--- config.mk ---
export PLATFORM = sky130hd
export DESIGN_NAME = match_result_fifo
export DESIGN_NICKNAME = d
export VERILOG_FILES = /design/src/rtl/match_result_fifo.sv
export SDC_FILE = /design/constraint.sdc
export NUM_CORES = 2
export LEC_CHECK = 0
export ABC_AREA = 1
export CAP_MARGIN = 20
export CORE_MARGIN = 5
export CORE_UTILIZATION = 55
export CTS_CLUSTER_SIZE = 24
export DETAILED_ROUTE_END_ITERATION = 16
export PLACE_DENSITY = 0.74
export SLEW_MARGIN = 15
export SYNTH_ARGS = -nofsm -noshare
export SYNTH_HDL_FRONTEND = slang
export SYNTH_SLANG_ARGS = --single-unit
--- constraint.sdc ---
create_clock -name i_fclk -period 4.5 [get_ports i_fclk]
set_input_delay 0.45 -clock i_fclk [delete_from_list [all_inputs] [get_ports i_fclk]]
set_output_delay 0.45 -clock i_fclk [all_outputs]
set_load 0.02 [all_outputs]
--- src/rtl/match_result_fifo.sv ---
// Capture FIFO for matcher hits: tags each match with a wrapping sequence number, FWFT read port.
// Latency: push visible at head one cycle later; full-without-pop drops the entry and bumps a saturating counter.
module match_result_fifo #(
  parameter int DATA_WIDTH = 24,
  parameter int DEPTH_LOG2 = 6,
  parameter int SEQ_WIDTH  = 8,
  parameter int DROP_WIDTH = 16
) (
  input  logic                            i_fclk,
  input  logic                            i_reset,
  input  logic                            i_result_valid,
  input  logic                            i_result_match,
  input  logic [DATA_WIDTH-1:0]           i_result_data,
  input  logic                            i_clear,
  input  logic                            i_rd_en,
  input  logic [DEPTH_LOG2:0]             i_threshold,
  output logic [SEQ_WIDTH+DATA_WIDTH-1:0] o_rd_data,
  output logic                            o_rd_valid,
  output logic                            o_empty,
  output logic                            o_full,
  output logic [DEPTH_LOG2:0]             o_count,
  output logic [DROP_WIDTH-1:0]           o_drop_count,
  output logic                            o_irq
);

  localparam int DEPTH = 1 << DEPTH_LOG2;
  localparam int EW    = SEQ_WIDTH + DATA_WIDTH;
  localparam logic [DEPTH_LOG2:0] FULL_CNT = (DEPTH_LOG2+1)'(DEPTH);

  logic [EW-1:0]         mem_q [DEPTH];
  logic [DEPTH_LOG2-1:0] wr_ptr_q, wr_ptr_d;
  logic [DEPTH_LOG2-1:0] rd_ptr_q, rd_ptr_d;
  logic [DEPTH_LOG2:0]   count_q, count_d;
  logic [SEQ_WIDTH-1:0]  seq_q, seq_d;
  logic [DROP_WIDTH-1:0] drop_q, drop_d;
  logic                  irq_q, irq_d;
  logic [EW-1:0]         last_q, last_d;

  logic empty, full, push_ev, pop_ev, accept, drop_ev, wr_en;

  assign empty = (count_q == '0);
  assign full  = (count_q == FULL_CNT);

  always_comb begin
    push_ev  = i_result_valid & i_result_match;
    pop_ev   = i_rd_en & ~empty;
    accept   = push_ev & (~full | pop_ev);
    drop_ev  = push_ev & full & ~pop_ev;
    wr_en    = 1'b0;
    wr_ptr_d = wr_ptr_q;
    rd_ptr_d = rd_ptr_q;
    count_d  = count_q;
    seq_d    = seq_q;
    drop_d   = drop_q;
    last_d   = last_q;
    if (i_clear) begin
      wr_ptr_d = '0;
      rd_ptr_d = '0;
      count_d  = '0;
      seq_d    = '0;
      drop_d   = '0;
    end else begin
      if (accept) begin
        wr_en    = 1'b1;
        wr_ptr_d = wr_ptr_q + DEPTH_LOG2'(1);
      end
      // Remember the popped head so the read port holds it once the FIFO runs dry.
      if (pop_ev) begin
        rd_ptr_d = rd_ptr_q + DEPTH_LOG2'(1);
        last_d   = mem_q[rd_ptr_q];
      end
      if (accept && !pop_ev) begin
        count_d = count_q + (DEPTH_LOG2+1)'(1);
      end else if (pop_ev && !accept) begin
        count_d = count_q - (DEPTH_LOG2+1)'(1);
      end
      if (push_ev) begin
        seq_d = seq_q + SEQ_WIDTH'(1);
      end
      if (drop_ev && (drop_q != '1)) begin
        drop_d = drop_q + DROP_WIDTH'(1);
      end
    end
    irq_d = (i_threshold != '0) && (count_d >= i_threshold);
  end

  always_ff @(posedge i_fclk) begin
    if (i_reset) begin
      wr_ptr_q <= '0;
      rd_ptr_q <= '0;
      count_q  <= '0;
      seq_q    <= '0;
      drop_q   <= '0;
      irq_q    <= 1'b0;
      last_q   <= '0;
    end else begin
      wr_ptr_q <= wr_ptr_d;
      rd_ptr_q <= rd_ptr_d;
      count_q  <= count_d;
      seq_q    <= seq_d;
      drop_q   <= drop_d;
      irq_q    <= irq_d;
      last_q   <= last_d;
    end
  end

  // Storage is not reset; pointers and count define what is live.
  always_ff @(posedge i_fclk) begin
    if (wr_en && !i_reset) begin
      mem_q[wr_ptr_q] <= {seq_q, i_result_data};
    end
  end

  assign o_rd_data    = empty ? last_q : mem_q[rd_ptr_q];
  assign o_rd_valid   = ~empty;
  assign o_empty      = empty;
  assign o_full       = full;
  assign o_count      = count_q;
  assign o_drop_count = drop_q;
  assign o_irq        = irq_q;

endmodule

== Word level (Yosys, flattened, before mapping) ==
Memories as Yosys holds them, arrays and structs flattened. A register that Yosys moved wholly into a read port is not among the register bits.
Cells that the tools add are included.

* Add/subtract/negate cells: 6
* $mul: 0
* Divide/modulo/power cells: 0
* Order comparisons: 1
* Eq/ne operators: 2
* Shift-type cells: 0
* Multiplexer cells: 10
* Bitwise logic cells: 10
* Reduce and logical (&&, ||, !) cells: 12

{| class="wikitable"
|+ Operators with widths
! kind !! count
|-
| 32-bit 2-to-1 mux || 1
|-
| 7-bit 2-to-1 mux || 3
|-
| 16-bit by 1-bit adder with 16-bit output (second input constant) || 1
|-
| 16-bit != test (second input constant) || 1
|-
| 6-bit by 1-bit adder with 6-bit output (second input constant) || 2
|-
| 6-bit 2-to-1 mux || 2
|-
| 8-bit by 1-bit adder with 8-bit output (second input constant) || 1
|-
| 7-bit by 1-bit adder with 7-bit output (second input constant) || 1
|-
| 7-bit == test (second input constant) || 1
|-
| 7-bit >= comparator || 1
|-
| 7-bit zero test || 1
|-
| 7-bit nonzero test || 1
|-
| 7-bit by 1-bit subtractor with 7-bit output (second input constant) || 1
|-
| 1-bit AND || 5
|-
| 1-bit logical AND || 5
|-
| 1-bit 2-to-1 mux || 4
|-
| 1-bit inverter || 4
|-
| 1-bit zero test || 3
|-
| 2-bit AND reduction || 1
|-
| 2-bit OR reduction || 1
|-
| 1-bit OR || 1
|}

* Register bits: 76
* Bits in latches: 0
* Bits in writable memories: 2048
* ROM bits: 0
* Input bits: 37
* Output and inout bits: 59
* Logic and storage cells: 49
* Memories: 1

{| class="wikitable"
|+ Memories
! name !! depth !! bits a word !! rd ports !! clocked after Yosys merged registers in !! wr ports !! line !! source
|-
| mem_q || 64 || 32 || 1 || 1 || 1 || 30 || <nowiki>logic [EW-1:0] mem_q [DEPTH];</nowiki>
|}

== Longest topological paths before layout ==
* Depth after elaboration: 12
* Depth in mapped cells: 21

== Worst setup path before layout ==
No wires, ideal clock.

* Kind: register to register
* Start point: register count_q[0], in the netlist o_count[0]
* End point: memory mem_q[27][0] (netlist name) (enable)
* Setup time: 0.501 ns
* Arrival time: 4.554 ns
* Slack: -0.555 ns
* Stages on the path, launching flop included: 10
* Path through: dfxtp_1 -> inv_1 -> ha_1 -> nand2_4 -> nor3_4 -> nor2_4 -> inv_2 -> nor2_4 -> nand2_1 -> nor4_1

* Longest elaborated chain between the ends: 10
* Elaborated cells on any way between the ends: 12
* Classes of those cells: eq/ne: 1; mux: 4; bitwise: 5; reduce/logical: 2

{| class="wikitable"
|+ Ends and longest elaborated chain
! item !! line !! source
|-
| start, declared || 33 || <nowiki>logic [DEPTH_LOG2:0] count_q, count_d;</nowiki>
|-
| start signal, assigned || 99 || <nowiki>count_q <= count_d;</nowiki>
|-
| 7-bit zero test || 41 || <nowiki>assign empty = (count_q == '0);</nowiki>
|-
| 1-bit inverter || 46 || <nowiki>pop_ev = i_rd_en & ~empty;</nowiki>
|-
| 1-bit AND || 46 ||
|-
| 1-bit OR (*) || 47 || <nowiki>accept = push_ev & (~full | pop_ev);</nowiki>
|-
| 1-bit AND (*) || 47 ||
|-
| 1-bit 2-to-1 mux (*) || 63 || <nowiki>if (accept) begin</nowiki>
|-
| 1-bit 2-to-1 mux (*) || 56 || <nowiki>if (i_clear) begin</nowiki>
|-
| 1-bit logical AND (*) || 109 || <nowiki>if (wr_en && !i_reset) begin</nowiki>
|-
| 1-bit 2-to-1 mux (*) || 109 ||
|-
| 1-bit 2-to-1 mux (not written as such) (*) || 110 || <nowiki>mem_q[wr_ptr_q] <= {seq_q, i_result_data};</nowiki>
|-
| end, declared || 30 ||
|}

Mark *: on every way between the ends. The rest lies on a longest branch, timed or not.

==> metrics.txt <==
# TYPE chip_impl_metric gauge
chip_impl_metric{name="synth_fp_nets",unit=""} 7282
chip_impl_metric{name="number_of_search_and_repair_iterations_in_the_first_detailed_routing_pass",unit=""} 8
chip_impl_metric{name="maximum_capacitance_violations",unit=""} 0
chip_impl_info{name="startpoint_type",value="flip-flop"} 1
chip_impl_info{name="yosysMostFrequentCell",value="sky130_fd_sc_hd__nand2_1"} 1
chip_impl_metric{name="hold_path_depth",unit=""} 1
chip_impl_metric{name="multi_input_comb_area",unit="mm²"} 0.0208
chip_impl_metric{name="timing.clock.skew",unit="ps"} 55.2
chip_impl_info{name="yosys_most_used_dff",value="sky130_fd_sc_hd__edfxtp_1"} 1
chip_impl_info{name="cts_root_buf",value="sky130_fd_sc_hd__clkbuf_16"} 1
chip_impl_metric{name="timing.critical_path.slowest_cell_delay",unit="ps"} 640
chip_impl_metric{name="final_number_of_hold_violating_endpoints",unit=""} 0
chip_impl_metric{name="rows",unit=""} 145
chip_impl_metric{name="finalSetupTns",unit="ps"} 0
chip_impl_metric{name="post-place-cells",unit=""} 9131
chip_impl_metric{name="number_of_global_route_vias_before_repair",unit=""} 56500
chip_impl_metric{name="cts-buffers-inserted",unit=""} 202
chip_impl_metric{name="power.density_cell_area",unit="mW/mm²"} 426
chip_impl_info{name="timing.critical_path.mode_cell",value="sky130_fd_sc_hd__nand2_1"} 1
chip_impl_metric{name="die_width",unit="µm"} 405
chip_impl_metric{name="fmax",unit="MHz"} 223
chip_impl_metric{name="avgSynthCellArea",unit="µm²"} 11.9
chip_impl_info{name="cpMaxStageDelayCell",value="sky130_fd_sc_hd__dfxtp_4"} 1
chip_impl_metric{name="grt_max_degree",unit=""} 117
chip_impl_metric{name="seq_area",unit="mm²"} 0.0632
chip_impl_metric{name="max_slew.worst_pin.slew",unit="ps"} 1070
chip_impl_metric{name="design.core.area",unit="mm²"} 0.156
chip_impl_metric{name="instance_count_of_the_mapped_netlist",unit=""} 7231
chip_impl_metric{name="ctsLongestPathBuffers",unit=""} 3
chip_impl_metric{name="synth-seq-cells",unit=""} 2130
chip_impl_metric{name="nets",unit=""} 7352
chip_impl_metric{name="cp_data_required_time",unit="ps"} 4050
chip_impl_metric{name="clk_latency",unit="ps"} 870
chip_impl_metric{name="final.period_utilization",unit=""} 0.997
chip_impl_metric{name="ioPinCount",unit=""} 96
chip_impl_info{name="status",value="complete, no violations"} 1
chip_impl_info{name="hold_endpoint",value="mem_q[39][16]"} 1
chip_impl_info{name="crit_path_cell_trace",value="buf_12 > nand3_1 > nand2_1 > nand2_1 > nand2_1 > nand2_1 > nand3_1 > nand2_1 > o21ai_1 > clkdlybuf4s50_1"} 1
chip_impl_metric{name="ir_worst_vdd",unit="mV"} 0.477
chip_impl_metric{name="worst-r2r-setup-slack",unit="ps"} 1090
chip_impl_metric{name="post_drt_via_cell_ratio",unit=""} 6.19
chip_impl_metric{name="antenna_diode_instance_count",unit=""} 0
chip_impl_metric{name="die_area",unit="mm²"} 0.164
chip_impl_metric{name="setup_viol",unit=""} 0
chip_impl_info{name="reg2reg_from",value="o_count[0]"} 1
chip_impl_metric{name="r2r.worst_path.cells",unit=""} 12
chip_impl_info{name="rsz_0062_raised_after_global_routing",value="true"} 1
chip_impl_info{name="synthTopCellsByArea",value="sky130_fd_sc_hd__edfxtp_1 (72%), sky130_fd_sc_hd__nand3_1 (12%), sky130_fd_sc_hd__nand2_1 (9.7%)"} 1
chip_impl_metric{name="layout_setup_ws",unit="ps"} 14.2
chip_impl_metric{name="combined_buffer_and_inverter_count_along_the_critical_path",unit=""} 2
chip_impl_metric{name="mappedNetlistArea",unit="mm²"} 0.0860
chip_impl_metric{name="vias",unit=""} 59000
chip_impl_metric{name="post-route-min-period",unit="ps"} 4490
chip_impl_metric{name="drv_slew",unit=""} 0
chip_impl_metric{name="slew_headroom",unit=""} 0.290
chip_impl_metric{name="seq_area_frac_synth",unit=""} 0.734
chip_impl_metric{name="worst_setup_hold_path_clk_slew",unit="ps"} 60
chip_impl_metric{name="dpl_worst_slack",unit="ps"} 784
chip_impl_metric{name="antenna_found_initial",unit=""} 6
chip_impl_metric{name="port_buffers",unit=""} 95
chip_impl_metric{name="detail_route.wl_per_cell",unit="µm"} 25.7
chip_impl_metric{name="globalplace.congestion",unit=""} 0.841
chip_impl_metric{name="worst_ep_arrival_time",unit="ps"} 4040
chip_impl_metric{name="layout-drive-gt1-share",unit=""} 0.0890
chip_impl_metric{name="globalRoute.totalOverflow",unit=""} 0
chip_impl_metric{name="grt_pass1_wl",unit="µm"} 358000
chip_impl_info{name="worstHoldStart",value="i_result_data[16]"} 1
chip_impl_info{name="worstHoldPathType",value="in -> reg"} 1
chip_impl_metric{name="initial_utilization",unit=""} 0.552
chip_impl_metric{name="cts_max_level",unit=""} 4
chip_impl_metric{name="detail_route.drc_violations",unit=""} 0
chip_impl_metric{name="synth_async_sr_flop_share",unit=""} 0
chip_impl_metric{name="drt-total-wl",unit="µm"} 244000
chip_impl_metric{name="synth_edf_count",unit=""} 2048
chip_impl_metric{name="synth.top_cell.area_share",unit=""} 0.715
chip_impl_metric{name="synthesis.yosys.warnings",unit=""} 0
chip_impl_metric{name="fin_worst_hold_slack",unit="ps"} 13.9
chip_impl_metric{name="globalRouteTotalUtil",unit=""} 0.295
chip_impl_info{name="cp_top_family",value="buffers and inverters"} 1
chip_impl_info{name="end_kind",value="output pin"} 1
chip_impl_metric{name="post_route_non_filler_standard_cell_count",unit=""} 9522
chip_impl_metric{name="area_growth",unit="%"} 13.0
chip_impl_info{name="synthTopCellsByCount",value="sky130_fd_sc_hd__nand2_1 (2224), sky130_fd_sc_hd__edfxtp_1 (2048), sky130_fd_sc_hd__nand3_1 (1989)"} 1
chip_impl_metric{name="critical_path_cell_count",unit=""} 10
chip_impl_info{name="regToRegEndpoint",value="mem_q[20][15]"} 1
chip_impl_metric{name="p_leak",unit="µW"} 0.0338
chip_impl_metric{name="initialDrtViolationCount",unit=""} 9301
chip_impl_metric{name="clock_net_sink_count",unit=""} 2130
chip_impl_metric{name="fillers",unit=""} 11200
chip_impl_metric{name="hpwl",unit="µm"} 126000
chip_impl_info{name="critPathKind",value="reg -> out"} 1
chip_impl_metric{name="die-height",unit="µm"} 405
chip_impl_info{name="cts_tree",value="done"} 1
chip_impl_metric{name="crit_fanout",unit=""} 93
chip_impl_metric{name="drtAntennaViolNets",unit=""} 0
chip_impl_metric{name="unique_cell_type_count_in_the_yosys_netlist",unit=""} 40
chip_impl_info{name="synth_top_area_cell",value="sky130_fd_sc_hd__edfxtp_1"} 1
## cell families after synthesis
group	after synthesis	share of synthesized area
compound gates	162	0.00961
fa+ha+maj	14	0.00204
flops	2130	0.734
buf+inv	536	0.0296
simple gates	4379	0.223
xor+xnor	10	0.00102
## cell type report
type / count / area share
multi-input cells: 4565 / 0.214
flip-flops and latches: 2130 / 0.650
repair inverters: 1 / 0.0000902
inverters: 68 / 0.00318
repair buffers: 333 / 0.0385
well taps: 2058 / 0.0265
clock inverters: 113 / 0.0128
clock buffers: 254 / 0.0546
## where the power goes
part / switching, µW / internal (µW)
Sequential: 38.3 / 21700
Combinational: 1990 / 860
Clock: 7440 / 9380
## per-layer routing
metal,vias to the layer above,global-route usage,part of all wire
li1,25900,-,-
met3,644,0.0688,0.13
met1,28400,0.400,0.36
met4,4,0.129,0.044
met5,-,0,0.000057
met2,4035,0.461,0.46
## flip-flops by register name (all words and copies together), names as in the netlist, named ones only
register      cells
seq_q             8
last_q           32
rd_ptr_q          6
o_irq             1
o_count           7
mem_q          2048
wr_ptr_q          6
o_drop_count     16
## worst register-to-register path, delay by kind of cell (launching register included)
kind,cells,cell delay [ps]
adder cells (fa/ha/maj),1,260
buffers and inverters,4,790
flip-flops,1,420
AND/OR/NAND/NOR,7,1580
## stage by stage
step	cell area [µm²]	power (µW)	utilization
after global routing	97200	42600	0.623
after floorplan	86000	23800	-
after global placement	89900	24800	0.577
after detailed placement	90000	24900	0.577
after CTS	96600	41400	0.620
final	97200	41400	0.623
## cell usage in the layout (no fill, tap or decap), types with 6 or more instances in the layout
cell,Yosys,final
sky130_fd_sc_hd__nand2_1,2224,2221
sky130_fd_sc_hd__edfxtp_1,2048,2048
sky130_fd_sc_hd__nand3_1,1989,1976
sky130_fd_sc_hd__clkbuf_16,0,206
sky130_fd_sc_hd__buf_4,39,155
sky130_fd_sc_hd__dfxtp_1,82,68
sky130_fd_sc_hd__clkdlybuf4s50_1,0,67
sky130_fd_sc_hd__buf_12,0,66
sky130_fd_sc_hd__a21oi_1,62,62
sky130_fd_sc_hd__nor2_4,7,57
sky130_fd_sc_hd__inv_1,58,55
sky130_fd_sc_hd__o21ai_0,55,55
sky130_fd_sc_hd__clkinv_1,0,49
sky130_fd_sc_hd__nor2_1,90,47
sky130_fd_sc_hd__clkbuf_1,100,47
sky130_fd_sc_hd__o21ai_1,37,36
sky130_fd_sc_hd__clkinv_2,1,26
sky130_fd_sc_hd__buf_2,267,21
sky130_fd_sc_hd__bufinv_16,0,17
sky130_fd_sc_hd__nor3_1,28,15
sky130_fd_sc_hd__ha_1,14,14
sky130_fd_sc_hd__nor3_2,0,13
sky130_fd_sc_hd__nand3_2,0,12
sky130_fd_sc_hd__nand4_1,11,11
sky130_fd_sc_hd__inv_2,9,9
sky130_fd_sc_hd__dfxtp_2,0,9
sky130_fd_sc_hd__inv_16,0,8
sky130_fd_sc_hd__clkinv_16,0,8
sky130_fd_sc_hd__buf_16,0,8
sky130_fd_sc_hd__nand2_2,4,7
sky130_fd_sc_hd__xor2_1,7,7
sky130_fd_sc_hd__clkbuf_8,0,6
## how the worst max path moves through the flow
stage                          to  slack [ps]
floorplan            mem_q[29][0]         330
global placement     o_rd_data[5]         760
detailed placement   o_rd_data[6]         780
CTS                  o_rd_data[6]          10
global route        o_rd_data[13]         -60
finish              o_rd_data[13]          10
## repair_timing
action | in CTS | in global routing
gates resized for setup | 8 | 37
hold buffers | 0 | 3
hold endpoints to repair | 0 | 48
setup endpoints to repair | 24 | 27
setup buffers | 2 | 3
cloned | 2 | 4
Note: power is estimated with default switching activity, not from simulation.
